### src/rtl/asic_dpram_pkg.sv
// Shared types and constants for the dual-port RAM model.
// The INIT/READY state type and the all-zero word used by the clear sweep.
package asic_dpram_pkg;

  typedef enum logic [0:0] {
    ST_INIT  = 1'b0,
    ST_READY = 1'b1
  } state_e;

  localparam int MaxDataWidth = 1024;
  localparam logic [MaxDataWidth-1:0] ZERO_WORD = '0;

  function automatic logic addr_in_range(input int addr, input int depth);
    return (addr < depth);
  endfunction

endpackage

### src/rtl/asic_dpram_init.sv
// Clear-sweep address counter: steps 0..DataDepth-1 while run is high.
// sweep_last flags the final address so the parent can leave INIT next edge.
module asic_dpram_init #(
  parameter int DataDepth   = 4,
  parameter int RAMAddWidth = 2
) (
  input  logic                   clk,
  input  logic                   aclr_n,
  input  logic                   run,
  output logic [RAMAddWidth-1:0] sweep_addr,
  output logic                   sweep_last
);

  localparam logic [RAMAddWidth-1:0] LastAddr = RAMAddWidth'(DataDepth - 1);

  logic [RAMAddWidth-1:0] cnt_q, cnt_d;

  always_comb begin
    cnt_d = cnt_q;
    if (run && !sweep_last) begin
      cnt_d = cnt_q + 1'b1;
    end
  end

  always_ff @(posedge clk or negedge aclr_n) begin
    if (!aclr_n) begin
      cnt_q <= '0;
    end else begin
      cnt_q <= cnt_d;
    end
  end

  assign sweep_addr = cnt_q;
  assign sweep_last = (cnt_q == LastAddr);

endmodule

### src/rtl/asic_dpram.sv
// Single-clock true dual-port RAM model with read-first ports, a zeroing sweep
// after reset, port-A-wins write arbitration and a same-address collision pulse.
module asic_dpram
  import asic_dpram_pkg::*;
#(
  parameter int DataWidth   = 32,
  parameter int DataDepth   = 4,
  parameter int RAMAddWidth = 2
) (
  input  logic                   clk,
  input  logic                   aclr_n,
  input  logic                   ena,
  input  logic                   enb,
  input  logic                   wea,
  input  logic                   web,
  input  logic [RAMAddWidth-1:0] addra,
  input  logic [RAMAddWidth-1:0] addrb,
  input  logic [DataWidth-1:0]   dina,
  input  logic [DataWidth-1:0]   dinb,
  output logic [DataWidth-1:0]   douta,
  output logic [DataWidth-1:0]   doutb,
  output logic                   init_done,
  output logic                   collision
);

  localparam logic [DataWidth-1:0] Zero = ZERO_WORD[DataWidth-1:0];

  // Deliberately not reset: only the INIT sweep clears the array.
  logic [DataWidth-1:0] mem [DataDepth];

  state_e               state_q, state_d;
  logic [DataWidth-1:0] douta_q, douta_d;
  logic [DataWidth-1:0] doutb_q, doutb_d;
  logic                 collision_q, collision_d;

  logic                   ready;
  logic                   a_ok, b_ok, same_addr;
  logic                   we_a, we_b;
  logic [DataWidth-1:0]   rd_a, rd_b;
  logic [RAMAddWidth-1:0] sweep_addr;
  logic                   sweep_last;

  asic_dpram_init #(
    .DataDepth   (DataDepth),
    .RAMAddWidth (RAMAddWidth)
  ) u_init (
    .clk        (clk),
    .aclr_n     (aclr_n),
    .run        (state_q == ST_INIT),
    .sweep_addr (sweep_addr),
    .sweep_last (sweep_last)
  );

  always_comb begin
    ready     = (state_q == ST_READY);
    a_ok      = addr_in_range(32'(addra), DataDepth);
    b_ok      = addr_in_range(32'(addrb), DataDepth);
    same_addr = (addra == addrb);
    rd_a      = a_ok ? mem[addra] : Zero;
    rd_b      = b_ok ? mem[addrb] : Zero;
    we_a      = ready && ena && wea && a_ok;
    // Port B yields when both ports write the same word.
    we_b      = ready && enb && web && b_ok && !(we_a && same_addr);

    state_d = state_q;
    if (state_q == ST_INIT && sweep_last) begin
      state_d = ST_READY;
    end

    douta_d = douta_q;
    doutb_d = doutb_q;
    if (!ready) begin
      douta_d = Zero;
      doutb_d = Zero;
    end else begin
      if (ena) douta_d = rd_a;
      if (enb) doutb_d = rd_b;
    end

    collision_d = ready && ena && enb && a_ok && b_ok && same_addr && (wea || web);
  end

  always_ff @(posedge clk or negedge aclr_n) begin
    if (!aclr_n) begin
      state_q     <= ST_INIT;
      douta_q     <= '0;
      doutb_q     <= '0;
      collision_q <= 1'b0;
    end else begin
      state_q     <= state_d;
      douta_q     <= douta_d;
      doutb_q     <= doutb_d;
      collision_q <= collision_d;
    end
  end

  always_ff @(posedge clk) begin
    if (state_q == ST_INIT) begin
      mem[sweep_addr] <= Zero;
    end else begin
      if (we_b) mem[addrb] <= dinb;
      if (we_a) mem[addra] <= dina;
    end
  end

  assign douta     = douta_q;
  assign doutb     = doutb_q;
  assign init_done = ready;
  assign collision = collision_q;

endmodule

### config.mk
export PLATFORM = sky130hd
export DESIGN_NAME = asic_dpram
export DESIGN_NICKNAME = d
export VERILOG_FILES = /design/src/rtl/asic_dpram_pkg.sv /design/src/rtl/asic_dpram_init.sv /design/src/rtl/asic_dpram.sv
export SDC_FILE = /design/constraint.sdc
export NUM_CORES = 1
export LEC_CHECK = 0
export ABC_CLOCK_PERIOD_IN_PS = 4000
export CORE_MARGIN = 1.5
export CORE_UTILIZATION = 44
export CTS_CLUSTER_DIAMETER = 50
export DETAILED_ROUTE_END_ITERATION = 10
export HOLD_SLACK_MARGIN = 0.02
export PLACE_DENSITY_LB_ADDON = 0.08
export SLEW_MARGIN = 40
export SYNTH_ARGS = -nofsm -noshare
export SYNTH_HDL_FRONTEND = slang
export SYNTH_SLANG_ARGS = --single-unit
### constraint.sdc
create_clock -name clk -period 4 [get_ports clk]
set_input_delay 0.8 -clock clk [delete_from_list [all_inputs] [get_ports clk]]
set_output_delay 0.8 -clock clk [all_outputs]
set_load 0.1 [all_outputs]
==> results.json <==
{
  "clock-sinks": 196,
  "grt_pass1_vias": 6703,
  "postCtsSetupBuffers": 0,
  "syn_area_sq_mm": 0.0100,
  "cts_hold_buffers": 0,
  "vias": 6239,
  "max_slew_margin_pct": 45.3,
  "clock_latency_ns": 0.43,
  "synth_top_area_share_pct": 38.4,
  "status": "finished, final reports clean",
  "synth.area.top_cells": "edfxtp_1, dfrtp_1, mux4_2, mux2i_1, a22o_1",
  "rsz0062_at_grt": "no",
  "setup_viol": 0,
  "gp_congestion": 0.818,
  "top_layer_used": "met4",
  "areaGrowthSynthToFinish_pct": 19.6,
  "worst_slack_ns": 1.01,
  "grt_first_pass_wirelength_mm": 39.9,
  "synth.avg_cell_area_sq_um": 16.4,
  "register_area_sq_mm": 0.00555,
  "gr-usage-all-layers_pct": 22.7,
  "hold_class": "primary input to asynchronous set/reset pin",
  "io_buffer_count": 139,
  "crit_path_end_kind": "flip-flop",
  "nets": 807,
  "drv_cap": 0,
  "ant_nets": 0,
  "synth_enable_flop_cells": 128,
  "yosysTopAreaCell": "edfxtp_1",
  "worstSetupStartpointType": "primary input",
  "via_per_inst": 6.09,
  "pin_count": 140,
  "die_w_um": 154,
  "critPathMaxStageDelay_ns": 0.74,
  "dp_hpwl_mm": 16.8,
  "diodes": 0,
  "gr-total-overflow": 0,
  "layout_common_cells": "mux2i_1, edfxtp_1, buf_2",
  "synth_cell_types": 33,
  "hold_violations": 0,
  "ys.flop_type": "edfxtp_1",
  "synth_seq_cells": 196,
  "routed-wl-met3_mm": 1.15,
  "power_leakage_nw": 5.46,
  "cts-root-buf": "clkbuf_16",
  "dr_wl_met2_mm": 12.7,
  "grt_max_degree": 69,
  "worstPathMaxFanout": 22,
  "wl_per_cell_um": 25.1,
  "crit_path_top_delay_cell": "o311ai_1",
  "drive_gt1_share_pct": 30.1,
  "async_reset_ff_share_pct": 34.7,
  "yosysWarningCount": 0,
  "dp.cells": 992,
  "crit_type": "primary input to flip-flop",
  "yosysSeqAreaShare_pct": 55.4,
  "syn_nets": 685,
  "post_cts_resized": 0,
  "post-place-ws_ns": 0.426,
  "wl_mm": 25.7,
  "nFillCells": 1790,
  "die_h_um": 154,
  "skew_ns": 0.0120,
  "initial_utilization_pct": 45.3,
  "finalMaxSlewViolations": 0,
  "worstMarginPinSlew_ns": 0.821,
  "arrival_ns": 3.13,
  "final_area_sq_mm": 0.0120,
  "cts_tree": "built",
  "cts_buffer_depth": 2,
  "route.detailed.drc": 0,
  "cp.required_ns": 4.14,
  "final_util_pct": 54.2,
  "die_area_sq_mm": 0.0237,
  "syn_inst": 610,
  "cts.clk_slew.worst_paths_ns": 0.06,
  "multi_input_area_sq_mm": 0.00412,
  "fin_crit_ns": 2.99,
  "power_density_mw_per_mm2": 424,
  "fp-row-count": 54,
  "vdd_drop_max_v": 0.000225,
  "first_iter_violations": 434,
  "dpl_cell_area_sq_mm": 0.0114,
  "fin_cells": 1025,
  "wl_met1_mm": 11.5,
  "ctsHtreeMaxLevel": 4,
  "core_sq_mm": 0.0221,
  "cts_made_buffers": 17,
  "grt_antenna_before_repair": 0,
  "max_freq_mhz": 335,
  "dr.pass1.iters": 4,
  "crit_chain": "clkdlybuf4s50_1, nand2_2, o311ai_1, o221ai_4, buf_4",
  "finalCritPeriodShare_pct": 74.7
}
## logic make-up after synthesis
family,after synthesis,synth area share [%]
mux,192,27.2
buf+inv,96,4.54
xor+xnor,3,0.413
simple gates,18,1.15
compound gates,104,11.1
fa+ha+maj,1,0.125
flops,196,55.4
## sequential cells by signal, summed over array words and instances, names as in the netlist
| name | flops |
|---|---|
| init_done | 1 |
| u_init.sweep_addr | 2 |
| mem | 128 |
| collision | 1 |
| doutb | 32 |
| douta | 32 |
## routing by layer
layer,vias to the layer above,track usage (%)
met1,3292,31.2
met4,0,5.96
li1,2715,-
met3,23,3.69
met2,209,37.7
met5,-,0
## area by class of cell
type / instances / share of cell area [%]
multi-input cells: 318 / 34.4
clock inverters: 4 / 0.627
clock buffers: 28 / 4.07
well taps: 280 / 2.93
flip-flops and latches: 196 / 46.3
repair buffers: 164 / 10.5
inverters: 35 / 1.10
## cells in the mapped netlist (2+ instances only)
master    number
nor2_1         2
buf_2         21
mux2i_1      128
nand4b_1       2
a22o_1        64
inv_1         35
and2_1         3
edfxtp_1     128
o221ai_1       2
o311ai_2      28
buf_6          4
buf_4         10
clkbuf_1      25
o311ai_0       4
o311ai_1       3
nand2_1        3
dfrtp_1       68
xor2_2         2
mux4_2        64
## critical path, delay by kind of cell
family / cells / cell delay, ns
AOI/OAI and AO/OA: 2 / 1.07
buffers and inverters: 2 / 0.91
and+or+nand+nor: 1 / 0.32
## worst paths after layout
check                                      start                     to  slack [ns]  cells after the start
setup / recovery                             ena   mem[1][22]$_DFFE_PP_        1.01                      5
hold / removal                            aclr_n  douta[19]$_DFFE_PN0P_        0.39                      1
setup reg to reg           init_done$_DFFE_PN0P_   mem[2][13]$_DFFE_PP_        1.22                      5
hold reg to reg            douta[28]$_DFFE_PN0P_  douta[28]$_DFFE_PN0P_        0.50                      1
max in group asynchronous                 aclr_n   doutb[5]$_DFFE_PN0P_        3.14                      1
min in group clk           douta[28]$_DFFE_PN0P_  douta[28]$_DFFE_PN0P_        0.50                      1
## power breakdown
| part | switching (W) | internal, W | leakage (nW) |
|---|---|---|---|
| clock | 0.000729 | 0.000958 | 0.263 |
| combinational | 0.000785 | 0.000291 | 3.02 |
| sequential | 0.0000439 | 0.00226 | 2.18 |
| total | 0.00156 | 0.00351 | 5.46 |
## metrics by stage
stage	total power, W	hold WS [ns]	setup TNS (ns)
global placement	0.00347	0.487	0
detailed placement	0.00343	0.483	0
floorplan	0.00314	0.490	-45.31
CTS	0.00510	0.406	0
finish	0.00507	0.391	0
global route	0.00523	0.425	0
No activity file was read; power rests on OpenSTA's default activity.
